[src/rtl/mc_pkg.sv]
// Shared definitions for the multicycle MIPS core: FSM states, opcode/funct
// constants and the 4-bit ALU control encoding.
package mc_pkg;

  typedef enum logic [2:0] {
    FETCH  = 3'd0,
    DECODE = 3'd1,
    EXEC   = 3'd2,
    MEM    = 3'd3,
    WB     = 3'd4,
    HALT   = 3'd5
  } state_t;

  localparam logic [5:0] OP_RTYPE = 6'h00;
  localparam logic [5:0] OP_LW    = 6'h23;
  localparam logic [5:0] OP_SW    = 6'h2B;
  localparam logic [5:0] OP_BEQ   = 6'h04;
  localparam logic [5:0] OP_ADDI  = 6'h08;
  localparam logic [5:0] OP_HALT  = 6'h3F;
  localparam logic [5:0] OP_J     = 6'h02;

  localparam logic [5:0] FN_ADD = 6'h20;
  localparam logic [5:0] FN_SUB = 6'h22;
  localparam logic [5:0] FN_AND = 6'h24;
  localparam logic [5:0] FN_OR  = 6'h25;
  localparam logic [5:0] FN_SLT = 6'h2A;

  localparam logic [3:0] ALU_AND = 4'b0000;
  localparam logic [3:0] ALU_OR  = 4'b0001;
  localparam logic [3:0] ALU_ADD = 4'b0010;
  localparam logic [3:0] ALU_SUB = 4'b0110;
  localparam logic [3:0] ALU_SLT = 4'b0111;

  function automatic logic funct_legal(input logic [5:0] fn);
    return (fn == FN_ADD) || (fn == FN_SUB) || (fn == FN_AND) ||
           (fn == FN_OR)  || (fn == FN_SLT);
  endfunction

  function automatic logic [3:0] funct_to_alu(input logic [5:0] fn);
    case (fn)
      FN_SUB:  return ALU_SUB;
      FN_AND:  return ALU_AND;
      FN_OR:   return ALU_OR;
      FN_SLT:  return ALU_SLT;
      default: return ALU_ADD;
    endcase
  endfunction

endpackage

[src/rtl/mc_mips_core_regfile.sv]
// NREG x DW register file: two asynchronous read ports, one synchronous write
// port, register 0 hardwired to zero.
module mc_regfile
  import mc_pkg::*;
#(
  parameter int DW   = 32,
  parameter int NREG = 32,
  parameter int AW   = (NREG > 1) ? $clog2(NREG) : 1
) (
  input  logic          clk,
  input  logic          rst,
  input  logic [AW-1:0] i_raddr_a,
  input  logic [AW-1:0] i_raddr_b,
  output logic [DW-1:0] o_rdata_a,
  output logic [DW-1:0] o_rdata_b,
  input  logic          i_we,
  input  logic [AW-1:0] i_waddr,
  input  logic [DW-1:0] i_wdata
);

  logic [DW-1:0] r_regs [NREG];

  // NOTE: the array is reset because every register must read zero after rst.
  always_ff @(posedge clk or posedge rst) begin
    if (rst) begin
      for (int i = 0; i < NREG; i++) r_regs[i] <= '0;
    end else if (i_we && (i_waddr != '0)) begin
      r_regs[i_waddr] <= i_wdata;
    end
  end

  assign o_rdata_a = (i_raddr_a == '0) ? '0 : r_regs[i_raddr_a];
  assign o_rdata_b = (i_raddr_b == '0) ? '0 : r_regs[i_raddr_b];

endmodule

[src/rtl/mc_mips_core.sv]
// Multicycle MIPS core with a single req/ack memory port and internal control FSM.
// Define MC_JUMP_EN to decode opcode 0x02 (j); otherwise it halts as illegal.
module mc_mips_core
  import mc_pkg::*;
#(
  parameter int            DW       = 32,
  parameter int            NREG     = 32,
  parameter logic [DW-1:0] RESET_PC = '0
) (
  input  logic          clk,
  input  logic          rst,
  output logic          mem_req,
  output logic          mem_we,
  output logic [DW-1:0] mem_addr,
  output logic [DW-1:0] mem_wdata,
  input  logic [DW-1:0] mem_rdata,
  input  logic          mem_ack,
  output logic [DW-1:0] pc,
  output logic          halted,
  output logic          illegal
);

  localparam int AW = (NREG > 1) ? $clog2(NREG) : 1;

  state_t        r_state, w_state_nxt;
  logic [DW-1:0] r_pc, r_a, r_b, r_alu_out, r_mdr, r_mem_addr, r_mem_wdata;
  logic [31:0]   r_ir;
  logic          r_mem_req, r_mem_we, r_illegal;

  logic [DW-1:0] w_pc_nxt, w_launch_addr, w_imm_sext, w_br_off, w_alu_b, w_alu_res;
  logic [DW-1:0] w_rf_a, w_rf_b, w_rf_wdata;
  logic [AW-1:0] w_rf_waddr;
  logic [5:0]    w_opcode, w_funct;
  logic [3:0]    w_alu_op;
  logic          w_xfer, w_launch, w_launch_we, w_illegal_nxt, w_rf_we, w_unused;

  assign w_opcode   = r_ir[31:26];
  assign w_funct    = r_ir[5:0];
  assign w_imm_sext = {{(DW-16){r_ir[15]}}, r_ir[15:0]};
  assign w_br_off   = {{(DW-18){r_ir[15]}}, r_ir[15:0], 2'b00};
  assign w_xfer     = r_mem_req && mem_ack;
  assign w_unused   = ^r_ir[10:6];

  assign w_rf_we    = (r_state == WB);
  assign w_rf_waddr = (w_opcode == OP_RTYPE) ? r_ir[11 +: AW] : r_ir[16 +: AW];
  assign w_rf_wdata = (w_opcode == OP_LW) ? r_mdr : r_alu_out;

  mc_regfile #(.DW(DW), .NREG(NREG), .AW(AW)) u_regfile (
    .clk       (clk),
    .rst       (rst),
    .i_raddr_a (r_ir[21 +: AW]),
    .i_raddr_b (r_ir[16 +: AW]),
    .o_rdata_a (w_rf_a),
    .o_rdata_b (w_rf_b),
    .i_we      (w_rf_we),
    .i_waddr   (w_rf_waddr),
    .i_wdata   (w_rf_wdata)
  );

  assign w_alu_b  = (w_opcode == OP_RTYPE) ? r_b : w_imm_sext;
  assign w_alu_op = (w_opcode == OP_RTYPE) ? funct_to_alu(w_funct) : ALU_ADD;

  always_comb begin
    w_alu_res = '0;
    case (w_alu_op)
      ALU_AND: w_alu_res = r_a & w_alu_b;
      ALU_OR:  w_alu_res = r_a | w_alu_b;
      ALU_SUB: w_alu_res = r_a - w_alu_b;
      ALU_SLT: w_alu_res = {{(DW-1){1'b0}}, ($signed(r_a) < $signed(w_alu_b))};
      default: w_alu_res = r_a + w_alu_b;
    endcase
  end

  // NOTE: every output of this block gets a default first so no latch is inferred.
  always_comb begin
    w_state_nxt   = r_state;
    w_pc_nxt      = r_pc;
    w_illegal_nxt = r_illegal;
    case (r_state)
      FETCH: if (w_xfer) begin
        w_state_nxt = DECODE;
        w_pc_nxt    = r_pc + DW'(4);
      end
      DECODE: case (w_opcode)
        OP_RTYPE: if (funct_legal(w_funct)) w_state_nxt = EXEC;
                  else begin w_state_nxt = HALT; w_illegal_nxt = 1'b1; end
        OP_LW, OP_SW, OP_BEQ, OP_ADDI: w_state_nxt = EXEC;
        OP_HALT: w_state_nxt = HALT;
`ifdef MC_JUMP_EN
        OP_J: begin
          w_state_nxt = FETCH;
          w_pc_nxt    = {r_pc[DW-1:28], r_ir[25:0], 2'b00};
        end
`endif
        default: begin w_state_nxt = HALT; w_illegal_nxt = 1'b1; end
      endcase
      EXEC: case (w_opcode)
        OP_BEQ: begin
          w_state_nxt = FETCH;
          if (r_a == r_b) w_pc_nxt = r_pc + w_br_off;
        end
        OP_LW, OP_SW: w_state_nxt = MEM;
        default:      w_state_nxt = WB;
      endcase
      MEM:     if (w_xfer) w_state_nxt = (w_opcode == OP_LW) ? WB : FETCH;
      WB:      w_state_nxt = FETCH;
      default: w_state_nxt = HALT;
    endcase

    // A transfer is launched on entry to FETCH/MEM so the request is already
    // registered in that state's first cycle; reset leaves FETCH without one.
    w_launch      = 1'b0;
    w_launch_we   = 1'b0;
    w_launch_addr = w_pc_nxt;
    if ((w_state_nxt == FETCH) && ((r_state != FETCH) || !r_mem_req)) begin
      w_launch = 1'b1;
    end else if ((w_state_nxt == MEM) && (r_state != MEM)) begin
      w_launch      = 1'b1;
      w_launch_we   = (w_opcode == OP_SW);
      w_launch_addr = w_alu_res;
    end
  end

  // NOTE: sequential state uses non-blocking assignments only.
  always_ff @(posedge clk or posedge rst) begin
    if (rst) begin
      r_state     <= FETCH;
      r_pc        <= RESET_PC;
      r_ir        <= '0;
      r_a         <= '0;
      r_b         <= '0;
      r_alu_out   <= '0;
      r_mdr       <= '0;
      r_mem_req   <= 1'b0;
      r_mem_we    <= 1'b0;
      r_mem_addr  <= '0;
      r_mem_wdata <= '0;
      r_illegal   <= 1'b0;
    end else begin
      r_state   <= w_state_nxt;
      r_pc      <= w_pc_nxt;
      r_illegal <= w_illegal_nxt;
      if (w_launch) begin
        r_mem_req   <= 1'b1;
        r_mem_we    <= w_launch_we;
        r_mem_addr  <= w_launch_addr;
        r_mem_wdata <= r_b;
      end else if (w_xfer) begin
        r_mem_req <= 1'b0;
        r_mem_we  <= 1'b0;
      end
      case (r_state)
        FETCH:  if (w_xfer) r_ir <= mem_rdata[31:0];
        DECODE: begin r_a <= w_rf_a; r_b <= w_rf_b; end
        EXEC:   r_alu_out <= w_alu_res;
        MEM:    if (w_xfer && (w_opcode == OP_LW)) r_mdr <= mem_rdata;
        default: ;
      endcase
    end
  end

  assign mem_req   = r_mem_req;
  assign mem_we    = r_mem_we;
  assign mem_addr  = r_mem_addr;
  assign mem_wdata = r_mem_wdata;
  assign pc        = r_pc;
  assign halted    = (r_state == HALT);
  assign illegal   = r_illegal;

endmodule

[config.mk]
export PLATFORM = sky130hd
export DESIGN_NAME = mc_mips_core
export DESIGN_NICKNAME = d
export VERILOG_FILES = /design/src/rtl/mc_pkg.sv /design/src/rtl/mc_mips_core_regfile.sv /design/src/rtl/mc_mips_core.sv
export SDC_FILE = /design/constraint.sdc
export NUM_CORES = 2
export LEC_CHECK = 0
export CORE_UTILIZATION = 40
export CTS_CLUSTER_SIZE = 24
export DETAILED_ROUTE_END_ITERATION = 10
export GPL_TIMING_DRIVEN = 0
export PLACE_DENSITY = 0.64
export REMOVE_ABC_BUFFERS = 1
export SLEW_MARGIN = 20
export SYNTH_ARGS = -nofsm -noshare
export SYNTH_HDL_FRONTEND = slang
export SYNTH_HIERARCHICAL = 1
export SYNTH_SLANG_ARGS = --single-unit
[constraint.sdc]
create_clock -name clk -period 37.4 [get_ports clk]
set_clock_uncertainty 0.15 [all_clocks]
set_input_delay 3.74 -clock clk [delete_from_list [all_inputs] [get_ports clk]]
set_output_delay 3.74 -clock clk [all_outputs]
set_load 0.02 [all_outputs]
# After elaboration in Yosys (flattened, before gate mapping)

Cells that the tools add are included.

Register bits after elaboration: 1286
Input bits: 35
Output and inout bits: 100
Word-level logic and storage cells: 147

Add/sub/neg operators: 4
Magnitude comparators: 5
Eq/ne operators: 22
Multiplexer cells: 39
Bitwise gates (word level): 6
Reduce and logical (&&, ||, !) cells: 27

Operators by type and width:

| cell                                                     | count |
|---|---|
| bitwise mux 1024 bit                                     | 1 |
| two-way mux 32 bit                                       | 14 |
| binary-select mux 32 bit (select 5 bit)                  | 2 |
| demux 32 bit (select 5 bit)                              | 1 |
| case mux 32 bit (4 select lines)                         | 1 |
| adder 32 bit                                             | 2 |
| case mux 32 bit (2 select lines)                         | 1 |
| equality test 6 bit, second input constant               | 8 |
| adder 32 x 3 -> 32 bit, second input constant            | 1 |
| bitwise AND 32 bit                                       | 1 |
| equality test 32 bit                                     | 1 |
| < comparator 32 bit                                      | 1 |
| bitwise OR 32 bit                                        | 1 |
| subtractor 32 bit                                        | 1 |
| greater-or-equal comparator 6 bit, second input constant | 3 |
| inverter 5 -> 6 bit                                      | 3 |
| case mux 3 bit (5 select lines)                          | 1 |
| two-way mux 3 bit                                        | 4 |
| case mux 3 bit (2 select lines)                          | 2 |
| case mux 3 bit (4 select lines)                          | 1 |
| zero test 5 bit                                          | 2 |
| equality test 3 x 2 -> 1 bit, second input constant      | 3 |
| equality test 4 x 3 -> 1 bit, second input constant      | 2 |
| two-way mux 1 bit                                        | 8 |
| other kinds (26)                                         | 38 |

# Depth between registers and ports, before layout

Depth after elaboration: 13
Mapped depth: 20

# Hierarchy

The synthesis kept the hierarchy.

Modules (own cells, without submodules):

| module       | instances | cells each | area each (µm²) |
|---|---|---|---|
| mc_regfile   | 1         | 3732       | 54432.2 |
| mc_mips_core | 1         | 2071       | 18601.6 |

# Worst setup path before layout

No wires, ideal clock.

Path kind: input to register
Start: in mem_ack
End: reg r_mem_addr[29] (netlist: mem_addr[29])
Library setup time: 0.137 ns
Arrival: 5.678 ns
Slack: 31.435 ns
Stages: 9
Buffers on the path: 0
Cell sequence: nand2_4 > or3_4 > nor4_4 > nand4_2 > nor3_2 > mux2_1 > a22oi_1 > o21a_1 > o221ai_2

Cells in the longest elaborated chain, start to end: 7
Elaborated cells between the ends (all ways): 14
Classes of those cells: eq/ne: 1; mux: 9; reduce/logical: 4

Ends and longest elaborated chain:

| item                                                    | RTL line                                | RTL |
|---|---|---|
| start: declaration                                      | mc_mips_core.sv:17                      | `input logic mem_ack,` |
| logical AND 1 bit (*)                                   | mc_mips_core.sv:41                      | `assign w_xfer = r_mem_req && mem_ack;` |
| two-way mux 3 bit, on equally long branches             | mc_mips_core.sv:105, mc_mips_core.sv:80 |  |
| case mux 3 bit (5 select lines)                         | mc_mips_core.sv:79                      | `case (r_state)` |
| equality test 3 x 2 -> 1 bit                            | mc_mips_core.sv:117                     | `end else if ((w_state_nxt == MEM) && (r_state != MEM)) begin` |
| logical AND 1 bit                                       | mc_mips_core.sv:117                     |  |
| two-way mux 32 bit or two-way mux 1 bit (tied branches) | mc_mips_core.sv:117                     |  |
| two-way mux 32 bit or two-way mux 1 bit (tied branches) | mc_mips_core.sv:115                     | `if ((w_state_nxt == FETCH) && ((r_state != FETCH) \|\| !r_mem_req)) begin` |
| end signal: assignment                                  | mc_mips_core.sv:146                     | `r_mem_addr <= w_launch_addr;` |
| end: declaration                                        | mc_mips_core.sv:26                      | `logic [DW-1:0] r_pc, r_a, r_b, r_alu_out, r_mdr, r_mem_addr, r_mem_wdata;` |

Every way passes the cells marked *; elsewhere a longest branch is shown, timed or not.
A chain may end at the register's enable or synchronous reset.

# Worst setup path in the final report

Start: in mem_ack
End: reg r_mem_wdata[0] (netlist: mem_wdata[0])

Cells in the longest elaborated chain, start to end: 7
Elaborated cells between the ends (all ways): 10
Classes of those cells: eq/ne: 1; mux: 5; reduce/logical: 4

Ends and longest elaborated chain:

| item                                        | RTL line                                | RTL |
|---|---|---|
| logical AND 1 bit (*)                       | mc_mips_core.sv:41                      |  |
| two-way mux 3 bit, on equally long branches | mc_mips_core.sv:105, mc_mips_core.sv:80 |  |
| case mux 3 bit (5 select lines) (*)         | mc_mips_core.sv:79                      |  |
| net w_state_nxt[2]                          | mc_mips_core.sv:25                      | `state_t r_state, w_state_nxt;` |
| equality test 3 x 2 -> 1 bit                | mc_mips_core.sv:117                     |  |
| logical AND 1 bit                           | mc_mips_core.sv:117                     |  |
| two-way mux 1 bit                           | mc_mips_core.sv:117                     |  |
| two-way mux 1 bit (*)                       | mc_mips_core.sv:115                     |  |
| end signal: assignment                      | mc_mips_core.sv:147                     | `r_mem_wdata <= r_b;` |
| end: declaration                            | mc_mips_core.sv:26                      |  |

Mark *: on every way through the listed nets, which the timed path passes. The rest lies on a longest branch.

==> summary.txt <==
STA
  – Final hold violation count: 0
  – Period utilization: 18.9%
  – Rel. slew slack: 21.1%
  – Hold_ws: 0.246 ns
  – Fin Setup TNS: 0 ns
  – Final setup vio count: 0
  – Final Max Tran Viols: 0
  – Max Clock Freq: 0.142 GHz
  – Worst-Margin Slew: 1.18 ns
  – RSZ-0062 raised after global routing: no
  – Min Clock Period, post-route: 7.06 ns

Clock network
  – Clk pin slew, worst setup/hold paths: 0.06 ns
  – Total CTS buffers: 140
  – Hold Buf Count CTS: 0
  – # Post-CTS Setup Buffers: 0
  – CTS HTree Levels: 4
  – Clock Latency Late Sink: 0.82 ns
  – Root Buffer: clkbuf_16
  – CTS tree: built
  – CTS sink count: 1284
  – Post-CTS Resized: 0
  – CTS max path bufs: 3

Power
  – PwrDens: 34.0 mW/mm2
  – P_leak: 36.5 nW
  – Max rail drop VDD: 30.6 uV

Layout
  – Layout cells sized above 1: 35.7%
  – Layout area overhead: 15.1%
  – Filler cell count: 15900
  – Post-layout util: 46.4%
  – Layout Cells excl Fill: 8210
  – NumNets Final: 5890

Yosys
  – Post-synthesis cell area: 0.0730 mm2
  – Post-synth top flop: dfrtp_1
  – Unique masters post-synth: 108
  – Synth Instances: 5803
  – Yosys top cell by area: dfrtp_1
  – Register area share after synthesis: 44.0%
  – Synthesis-stage register bit count: 1284
  – Synth warnings: 6
  – EDFF count, synth: 0
  – Synth top area cells: dfrtp_1 44%, mux2_2 18%, mux4_2 11%
  – Top cell type's share of synthesized area: 44.0%
  – Async set-reset flop share out of synthesis: 100%
  – Mean Syn Cell Area: 12.6 um2

Route
  – ANT nets after route: 0
  – Detailed Route Iter0 Violations: 6409
  – Vias: 53900
  – Wirelength per Cell: 32.6 um
  – Number of detailed-route iterations in the first pass: 7
  – # DRC: 0
  – Drt total wl: 268000 um
  – Mean number of vias per cell: 6.57

Global routing
  – Largest net degree at the start of global routing: 108
  – Initial antenna violation count: 21
  – Global-route usage over all layers: 28.7%
  – Grt ovf: 0
  – First-pass GRT wire length: 385000 um
  – Via count of the first global-routing pass: 53500

Critical path
  – Worst path slowest cell: clkdlybuf4s50_1
  – Maximum net fanout on the critical path: 21
  – Worst path bufs/invs: 5
  – CP Capture Type: register
  – Max stage delay on crit path: 0.77 ns
  – Crit Path Class: input pin to register
  – Crit path required time: 37.93 ns
  – Critical-path cell list: clkdlybuf4s50_1, nand2_4, nor2_1, nand4_1, buf_6, o211ai_2, a211oi_4, buf_6, nor2_4, buf_16, buf_12, mux2_1
  – CP arrival: 7.59 ns
  – Worst path top cell family by delay: buffers and inverters
  – Worst setup SP type: input pin
  – Crit path top cell by count: buf_6

Placement
  – I/O Buffers: 132
  – DP HPWL: 181000 um
  – DP Cell Count: 7953
  – Gp weighted congestion: 0.972

Floorplanning
  – FP Rows: 156
  – Placeable core area: 0.181 mm2
  – DIE HEIGHT: 429 um
  – Total I/O pin count: 135
  – Die Area: 0.184 mm2
  – Starting density of the core: 40.3%
  – Die W: 429 um

Run
  – Max Cap Viol: 0

Status
  – Status: complete, no violations

Min path
  – Min-Delay Path Class: register to register
==> final cells by class <==
type	instances	area (um2)	share of cell area, %
multi-input cells	3866	38500	45.9
flip-flops and latches	1284	32200	38.3
repair buffers	318	5210	6.20
clock buffers	214	4220	5.02
well taps	2370	2970	3.53
clock inverters	36	468	0.557
inverters	115	449	0.535
diodes	7	17.5	0.0208
==> worst reg2reg max path: cells and delay by family, from the launching register on <==
kind,cells,cell delay [ns]
AND/OR/NAND/NOR,6,2.32
AO/OA/AOI/OAI,7,2.26
adder cells (fa/ha/maj),2,0.68
flip-flops,1,0.51
==> final timing paths <==
path,cells past startpoint,from,endpoint,slack [ns]
worst min-delay path,0,u_regfile/r_regs[1009],u_regfile/r_regs[1009],0.25
worst max-delay path,12,mem_ack,mem_wdata[0],30.34
worst max register to register,15,r_ir[29],mem_addr[28],31.31
min in group asynchronous,2,rst,pc[14],3.37
worst min register to register,0,u_regfile/r_regs[1009],u_regfile/r_regs[1009],0.25
max in group asynchronous,7,rst,u_regfile/r_regs[590],31.13
==> flip-flops by register name (all words and copies together), names as in the netlist <==
| name | cells |
|---|---|
| mem_req | 1 |
| mem_addr | 32 |
| r_alu_out | 32 |
| u_regfile/r_regs | 1024 |
| r_ir | 32 |
| r_b | 32 |
| pc | 30 |
| r_state | 3 |
| r_a | 32 |
| mem_wdata | 32 |
| mem_we | 1 |
| r_mdr | 32 |
| illegal | 1 |
==> per-stage QoR <==
stage / setup WS [ns] / area (um2) / power [mW]
after floorplan: 4.69 / 70600 / 1.44
after global placement: -11.85 / 74900 / 1.46
after detailed placement: 29.62 / 79300 / 1.46
after CTS: 30.45 / 84000 / 2.87
after global routing: 30.35 / 84000 / 2.93
final: 30.34 / 84000 / 2.86
==> layout by cell type, fill, tap and decap left out, types with 77 or more instances in the layout <==
cell / instances
dfrtp_1: 1275
mux2_2: 1167
mux4_2: 372
mux2i_1: 305
nand2_1: 226
a21oi_1: 208
o21ai_0: 170
clkbuf_16: 144
clkdlybuf4s50_1: 132
ha_1: 127
nor2_1: 124
inv_1: 110
a22oi_1: 105
buf_16: 83
o22ai_1: 78
a211oi_1: 77
==> per-layer routing <==
layer | up-vias | GRT usage (%) | share of wire [%]
li1 | 21800 | - | -
met1 | 28100 | 37.9 | 39
met2 | 3187 | 42.2 | 43
met3 | 843 | 6.94 | 10
met4 | 18 | 18.4 | 7.3
met5 | - | 0 | 0.043
==> logic make-up (layout without fill, tap and decap cells) <==
group / after synthesis / count (layout) / share of synthesized area, %
AOI/OAI and AO/OA: 1033 / 1033 / 9.65
muxes: 1877 / 1877 / 34.2
adders and majority gates: 130 / 130 / 2.26
and+or+nand+nor: 740 / 740 / 5.05
DFF: 1284 / 1284 / 44.0
xor gates and xnor gates: 84 / 84 / 1.01
buffers and inverters: 654 / 683 / 3.88
other: 1 / 9 / 0.00513
==> cells in the mapped netlist, drive strengths merged (12+ instances only) <==
cell	count
dfrtp	1284
mux2	1200
mux4	372
clkbuf	318
mux2i	305
nand2	245
buf	221
a21oi	209
o21ai	205
nor2	155
ha	127
inv	114
a22oi	105
a211oi	80
o22ai	78
nor2b	77
xnor2	67
a2111oi	57
nor3	50
a21o	49
nand3	49
nor4	45
a22o	44
nand4	28
o21bai	23
o211ai	22
a221o	20
a221oi	17
a31oi	17
xor2	17
and2	16
o221ai	16
o31ai	15
nand2b	12
o21a	12
==> where the power goes <==
part	internal (mW)	switching, mW
sequential	1.39	0.000320
clock	0.839	0.588
combinational	0.00765	0.0333
No activity file was read; power rests on OpenSTA's default activity.
